[src/rtl/lob_pkg.sv]
// Shared limit-order-book definitions: packed order word layout, sentinel words,
// command status codes and side encoding.
package lob_pkg;

   localparam int WORD_W   = 48;
   localparam int ID_HI    = 47;
   localparam int ID_LO    = 32;
   localparam int SIZE_HI  = 31;
   localparam int SIZE_LO  = 16;
   localparam int PRICE_HI = 15;
   localparam int PRICE_LO = 0;

   localparam logic [WORD_W-1:0] EMPTY_WORD   = 48'h0000_0000_0000;
   localparam logic [WORD_W-1:0] DELETED_WORD = 48'hFFFF_FFFF_FFFF;

   typedef enum logic [1:0] {
      ST_OK   = 2'b00,
      ST_FULL = 2'b01,
      ST_DUP  = 2'b10,
      ST_BAD  = 2'b11
   } status_e;

   typedef enum logic {
      SIDE_BUY  = 1'b0,
      SIDE_SELL = 1'b1
   } side_e;

   function automatic logic [WORD_W-1:0] pack_order(input logic [15:0] id,
                                                    input logic [15:0] size,
                                                    input logic [15:0] price);
      return {id, size, price};
   endfunction

   // Ids 0000/FFFF would alias the empty and deleted sentinels; size 0 is meaningless.
   function automatic logic args_legal(input logic [15:0] id, input logic [15:0] size);
      return (id != 16'h0000) && (id != 16'hFFFF) && (size != 16'h0000);
   endfunction

endpackage

[src/rtl/add_order_if.sv]
// Command handshake plus order-RAM port bundle for the add-order engine.
interface add_order_if #(parameter int ADDR_W = 12);

   logic              start;
   logic              side;
   logic [15:0]       id;
   logic [15:0]       size;
   logic [15:0]       price;
   logic              done;
   logic [1:0]        status;
   logic [ADDR_W-1:0] slot;
   logic [ADDR_W-1:0] ram_addr;
   logic [47:0]       ram_wdata;
   logic              buy_we;
   logic              sell_we;
   logic [47:0]       buy_rdata;
   logic [47:0]       sell_rdata;

   modport master (
      output start, side, id, size, price, buy_rdata, sell_rdata,
      input  done, status, slot, ram_addr, ram_wdata, buy_we, sell_we
   );

   modport slave (
      input  start, side, id, size, price, buy_rdata, sell_rdata,
      output done, status, slot, ram_addr, ram_wdata, buy_we, sell_we
   );

endinterface

[src/rtl/add_order.sv]
// Inserts an order into the buy or sell RAM: one scan for duplicates and the first
// reusable slot, then a single-cycle write of the packed word.
module add_order
   import lob_pkg::*;
#(
   parameter int ADDR_W     = 12,
   parameter int BOOK_DEPTH = 10
) (
   input  logic       clk,
   input  logic       rst,
   add_order_if.slave bus
);

   typedef enum logic [2:0] {
      S_IDLE  = 3'd0,
      S_FETCH = 3'd1,
      S_CHECK = 3'd2,
      S_WRITE = 3'd3,
      S_DONE  = 3'd4
   } state_e;

   localparam logic [ADDR_W-1:0] LAST_IDX = ADDR_W'(BOOK_DEPTH - 1);
   localparam logic [ADDR_W-1:0] ONE_IDX  = ADDR_W'(1);
   localparam logic [ADDR_W-1:0] ZERO_IDX = ADDR_W'(0);

   state_e            state_r;
   side_e             side_r;
   logic [15:0]       id_r;
   logic [15:0]       size_r;
   logic [15:0]       price_r;
   logic [ADDR_W-1:0] idx_r;
   logic [ADDR_W-1:0] slot_r;
   logic              found_r;
   logic              done_r;
   status_e           status_r;
   logic [ADDR_W-1:0] slot_out_r;

   logic [WORD_W-1:0] rd_s;
   logic              is_empty_s;
   logic              is_deleted_s;
   logic              is_dup_s;
   logic              last_s;
   logic [ADDR_W-1:0] ram_addr_s;

   // Decode of the word read back from the latched side during CHECK.
   always_comb begin
      rd_s = bus.buy_rdata;
      if (side_r == SIDE_SELL) begin
         rd_s = bus.sell_rdata;
      end else begin
         rd_s = bus.buy_rdata;
      end
      is_empty_s   = (rd_s == EMPTY_WORD);
      is_deleted_s = (rd_s == DELETED_WORD);
      is_dup_s     = (rd_s[ID_HI:ID_LO] == id_r) && !is_deleted_s;
      last_s       = (idx_r == LAST_IDX);
   end

   // Shared RAM address: the chosen slot while writing, the scan index otherwise.
   always_comb begin
      ram_addr_s = idx_r;
      if (state_r == S_WRITE) begin
         ram_addr_s = slot_r;
      end else begin
         ram_addr_s = idx_r;
      end
   end

   assign bus.ram_addr  = ram_addr_s;
   assign bus.ram_wdata = pack_order(id_r, size_r, price_r);
   assign bus.buy_we    = (state_r == S_WRITE) && (side_r == SIDE_BUY);
   assign bus.sell_we   = (state_r == S_WRITE) && (side_r == SIDE_SELL);
   assign bus.done      = done_r;
   assign bus.status    = status_r;
   assign bus.slot      = slot_out_r;

   // Command FSM and scan datapath.
   always_ff @(posedge clk or negedge rst) begin
      if (!rst) begin
         state_r    <= S_IDLE;
         side_r     <= SIDE_BUY;
         id_r       <= 16'h0000;
         size_r     <= 16'h0000;
         price_r    <= 16'h0000;
         idx_r      <= ZERO_IDX;
         slot_r     <= ZERO_IDX;
         found_r    <= 1'b0;
         done_r     <= 1'b0;
         status_r   <= ST_OK;
         slot_out_r <= ZERO_IDX;
      end else begin
         case (state_r)
            S_IDLE: begin
               if (bus.start) begin
                  side_r     <= side_e'(bus.side);
                  id_r       <= bus.id;
                  size_r     <= bus.size;
                  price_r    <= bus.price;
                  idx_r      <= ZERO_IDX;
                  slot_r     <= ZERO_IDX;
                  found_r    <= 1'b0;
                  slot_out_r <= ZERO_IDX;
                  if (!args_legal(bus.id, bus.size)) begin
                     status_r <= ST_BAD;
                     done_r   <= 1'b1;
                     state_r  <= S_DONE;
                  end else begin
                     state_r  <= S_FETCH;
                  end
               end
            end
            S_FETCH: begin
               state_r <= S_CHECK;
            end
            S_CHECK: begin
               if (is_empty_s) begin
                  // Nothing is ever stored past the first empty word.
                  if (!found_r) begin
                     slot_r <= idx_r;
                  end
                  state_r <= S_WRITE;
               end else if (is_dup_s) begin
                  status_r <= ST_DUP;
                  done_r   <= 1'b1;
                  state_r  <= S_DONE;
               end else begin
                  if (is_deleted_s && !found_r) begin
                     slot_r  <= idx_r;
                     found_r <= 1'b1;
                  end
                  if (last_s) begin
                     // A deleted word in the final slot counts as found this cycle.
                     if (found_r || is_deleted_s) begin
                        state_r <= S_WRITE;
                     end else begin
                        status_r <= ST_FULL;
                        done_r   <= 1'b1;
                        state_r  <= S_DONE;
                     end
                  end else begin
                     idx_r   <= idx_r + ONE_IDX;
                     state_r <= S_FETCH;
                  end
               end
            end
            S_WRITE: begin
               status_r   <= ST_OK;
               slot_out_r <= slot_r;
               done_r     <= 1'b1;
               state_r    <= S_DONE;
            end
            S_DONE: begin
               if (!bus.start) begin
                  done_r  <= 1'b0;
                  state_r <= S_IDLE;
               end
            end
            default: begin
               done_r  <= 1'b0;
               state_r <= S_IDLE;
            end
         endcase
      end
   end

endmodule

[src/flat_wrapper.sv]
// flat-port wrapper written by rule: the top's interface ports become plain ports
module add_order_flat import lob_pkg::*;
#(
   parameter int ADDR_W     = 12,
   parameter int BOOK_DEPTH = 10
)
  (clk, rst, bus_start, bus_side, bus_id, bus_size, bus_price, bus_buy_rdata, bus_sell_rdata, bus_done, bus_status, bus_slot, bus_ram_addr, bus_ram_wdata, bus_buy_we, bus_sell_we);
  add_order_if #(.ADDR_W(ADDR_W)) bus_i ();
  input  logic clk;
  input  logic rst;
  input wire logic [$bits(bus_i.start)-1:0] bus_start;
  input wire logic [$bits(bus_i.side)-1:0] bus_side;
  input wire logic [$bits(bus_i.id)-1:0] bus_id;
  input wire logic [$bits(bus_i.size)-1:0] bus_size;
  input wire logic [$bits(bus_i.price)-1:0] bus_price;
  input wire logic [$bits(bus_i.buy_rdata)-1:0] bus_buy_rdata;
  input wire logic [$bits(bus_i.sell_rdata)-1:0] bus_sell_rdata;
  output wire logic [$bits(bus_i.done)-1:0] bus_done;
  output wire logic [$bits(bus_i.status)-1:0] bus_status;
  output wire logic [$bits(bus_i.slot)-1:0] bus_slot;
  output wire logic [$bits(bus_i.ram_addr)-1:0] bus_ram_addr;
  output wire logic [$bits(bus_i.ram_wdata)-1:0] bus_ram_wdata;
  output wire logic [$bits(bus_i.buy_we)-1:0] bus_buy_we;
  output wire logic [$bits(bus_i.sell_we)-1:0] bus_sell_we;
  assign bus_i.start = bus_start;
  assign bus_i.side = bus_side;
  assign bus_i.id = bus_id;
  assign bus_i.size = bus_size;
  assign bus_i.price = bus_price;
  assign bus_i.buy_rdata = bus_buy_rdata;
  assign bus_i.sell_rdata = bus_sell_rdata;
  assign bus_done = bus_i.done;
  assign bus_status = bus_i.status;
  assign bus_slot = bus_i.slot;
  assign bus_ram_addr = bus_i.ram_addr;
  assign bus_ram_wdata = bus_i.ram_wdata;
  assign bus_buy_we = bus_i.buy_we;
  assign bus_sell_we = bus_i.sell_we;
  add_order #(.ADDR_W(ADDR_W), .BOOK_DEPTH(BOOK_DEPTH)) u_core (.clk(clk), .rst(rst), .bus(bus_i));
endmodule
[config.mk]
export PLATFORM = sky130hd
export DESIGN_NAME = add_order_flat
export DESIGN_NICKNAME = d
export VERILOG_FILES = /design/src/rtl/lob_pkg.sv /design/src/rtl/add_order_if.sv /design/src/rtl/add_order.sv /design/src/flat_wrapper.sv
export SDC_FILE = /design/constraint.sdc
export NUM_CORES = 1
export LEC_CHECK = 0
export CAP_MARGIN = 30
export CORE_UTILIZATION = 42
export DETAILED_ROUTE_END_ITERATION = 10
export GPL_TIMING_DRIVEN = 0
export PLACE_DENSITY = 0.91
export SYNTH_ARGS = -nofsm -noshare
export SYNTH_HDL_FRONTEND = slang
export SYNTH_SLANG_ARGS = --single-unit
[constraint.sdc]
create_clock -name clk -period 3.1 [get_ports clk]
set_input_delay 0.93 -clock clk [delete_from_list [all_inputs] [get_ports clk]]
set_output_delay 0.93 -clock clk [all_outputs]
set_load 0.005 [all_outputs]
==> impl_metrics.toml <==
[synthesis]
yosysTopAreaCell = "dfrtp_1"
synthTopCellsByArea = "dfrtp_1, nand2_1, mux2i_1, nor4_1, nand4_1"
ys_types = 49
syn_nets = 723
synth-async-reset-ratio = 1.00
yosys_warnings = 0
synth_area_um2 = 5020
synth.most_common_cell = "nand2_1"
yosysTopAreaCellShare = 0.458
avgSynthCellArea_um2 = 8.76
synth_cells = 573
synth_commonest_cells = "nand2_1, dfrtp_1, nor4_1, nand4_1, mux2i_1"
yosys_register_bits = 92
synth-main-ff-cell = "dfrtp_1"
synth_edf_count = 0
yosysSeqAreaShare = 0.458

[worst_setup_path]
crit_fanout = 12
r2r_cells = 10
cp.required_ns = 2.17
critPathCaptureType = "output port"
worstSetupPathType = "reg -> out"
slowest_delay_ns = 0.54
slowest_stage = "dfrtp_1"
cp-start-kind = "flop"
arrival_ns = 2.16
crit_chain = "nor2_4, clkbuf_4, mux2_2, clkdlybuf4s50_1"

[detailed_routing]
drc_errors = 10
vias = 5544
ant_nets = 0
viasPerCell = 5.71
drt_first_pass_iters = 8
routed_wl_mm = 19.2
wl_per_cell_um = 19.7
dr.first_iter.drc_count = 399

[global_route]
grt_pass1_vias = 5575
grt_first_pass_wirelength_mm = 29.0
antenna_found_initial = 0
grt_usage = 0.298
grt_max_degree = 53
grt_overflow = 0

[die]
start_util = 0.436
core_area_um2 = 11500
die_w_um = 111
die_area_um2 = 12400
die_h_um = 111
io_pins = 225
row_count = 39

[power]
power.density_nw_per_um2 = 692
p_clk_frac = 0.204
finalPower_mw = 5.69
pwr-share-comb = 0.466
swShare = 0.369
power.leakage_nw = 3.73
p_int_mw = 3.59
p_switching_mw = 2.10
ir_drop_uv = 517
seq_power_share = 0.330

[clock_tree]
clk_pin_slew_worst_paths_ns = 0.06
cts_sinks = 92
cts_tree = "built"
numCtsBuffers = 9
clockBufferDepth = 2
htreeDepth = 3
clock_latency_ns = 0.33
cts_root_buf = "clkbuf_16"
cts_hold_buf = 0

[timing]
setup_tns_ns = 0
fin_crit_ns = 3.09
max_freq_mhz = 324
timing.final.crit_share = 0.996
hold_viol_final = 0
finalHoldWorstSlack_ns = 0.473
relSlewSlack = 0.366
fin_worst_skew_ns = 0.00985
final-max-slew-violation-count = 0
worst_slew_pin_slew_ns = 0.944
setup_viol = 0
rsz0062_at_grt = "yes"

[finish]
nets = 973
n_antenna_cell = 0
drive_gt1_frac = 0.106
finalNonFillerCells = 971
syn2layout_area_growth_pct = 63.8

[status]
outcome = "complete, but fails checks"
violations = "DRC"

[worst_hold_path]
worst_hold_path.num_cells = 2
hold_path.class = "reg -> reg"

[place]
place_congestion = 0.988
dpl.hpwl_mm = 14.3
dp.cells = 941
numPortBuffers = 224

[flow_run]
maxCapViolations = 0
[placed cells by master, fill, tap and decap left out, types with 3 or more instances in the layout]
| cell | n |
|---|---|
| a21oi_1 | 10 |
| a22o_1 | 12 |
| and3_1 | 3 |
| buf_4 | 17 |
| buf_6 | 4 |
| clkbuf_1 | 17 |
| clkbuf_16 | 9 |
| clkbuf_8 | 4 |
| clkdlybuf4s50_1 | 184 |
| dfrtp_1 | 91 |
| dlygate4sd2_1 | 4 |
| dlymetal6s2s_1 | 34 |
| inv_1 | 17 |
| mux2_2 | 11 |
| mux2i_1 | 23 |
| mux2i_2 | 5 |
| nand2_1 | 174 |
| nand3_1 | 6 |
| nand4_1 | 37 |
| nor2_1 | 26 |
| nor3_1 | 10 |
| nor4_1 | 31 |
| nor4_2 | 7 |
| nor4_4 | 4 |
| o211ai_1 | 6 |
| o21ai_0 | 6 |
| or4_1 | 5 |
| xnor2_1 | 16 |
[what timing repair did]
action | in CTS | in global routing
cloned | 2 | 1
gates resized for setup | 27 | 67
setup endpoints to repair | 34 | 69
pin swaps | 14 | 19
buffers inserted | 8 | 5
[final timing paths]
check                               endpoint              start  slack [ns]
hold / removal              u_core.size_r[1]   u_core.size_r[1]        0.47
max in group asynchronous  u_core.state_r[1]                rst        1.87
min in group asynchronous  u_core.price_r[1]                rst        0.57
setup reg to reg            u_core.slot_r[1]      u_core.side_r        0.34
hold reg to reg             u_core.size_r[1]   u_core.size_r[1]        0.47
setup / recovery            bus_ram_addr[10]  u_core.state_r[2]        0.01
[worst max-delay path: cells and delay by family, from the launching register on]
family	cells	cell delay [ns]
simple gates	1	0.29
flops	1	0.54
buf+inv	2	0.67
mux	1	0.33
[power groups by stage]
stage / sequential (mW) / clock, mW / combinational [mW]
3_5_place_dp: 1.87 / 0 / 2.45
6_report: 1.88 / 1.16 / 2.65
4_1_cts: 1.88 / 1.16 / 2.54
5_1_grt: 1.93 / 1.22 / 2.88
3_3_place_gp: 1.86 / 0 / 2.38
2_1_floorplan: 1.83 / 0 / 1.17
[sequential cells by signal, indices dropped and copies added (netlist names), 2 cells and up]
signal and count:
u_core.bus.slot 12, u_core.size_r 16, u_core.state_r 3, u_core.price_r 16
u_core.idx_r 12, u_core.bus.status 2, u_core.id_r 16, u_core.slot_r 12
[cell type report]
cell class / count / area [um^2]
Sequential cell: 92 / 2300
Buffer: 26 / 154
Timing Repair Buffer: 241 / 2470
Inverter: 17 / 63.8
Clock buffer: 11 / 253
Tap cell: 143 / 179
Multi-Input combinational cell: 436 / 2740
Clock inverter: 5 / 65.1
Fill cell: 832 / 3290
[cell families after synthesis]
group                      Yosys count  synth area share
DFF                                 92             0.458
AOI/OAI and AO/OA                   53            0.0810
muxes                               42            0.0867
xor gates and xnor gates            16            0.0279
adders and majority gates            2           0.00498
and+or+nand+nor                    323             0.304
buffers and inverters               45            0.0369
[routing by layer]
layer  global-route usage  share of wire  vias up
li1                     -              -     2539
met1                0.387           0.41     2668
met2                0.495           0.49      292
met3               0.0599          0.079       45
met4                0.113          0.029        0
met5                    0              0        -
[metrics by stage]
step                utilization  setup slack [ns]  area [um^2]
global route              0.714           -0.0288         8230
finish                    0.714            0.0132         8230
floorplan                     -             0.322         5020
global placement          0.646             -2.22         7440
CTS                       0.689           0.00117         7930
detailed placement        0.649            -0.656         7470
Power figures use the tool's default switching activity.
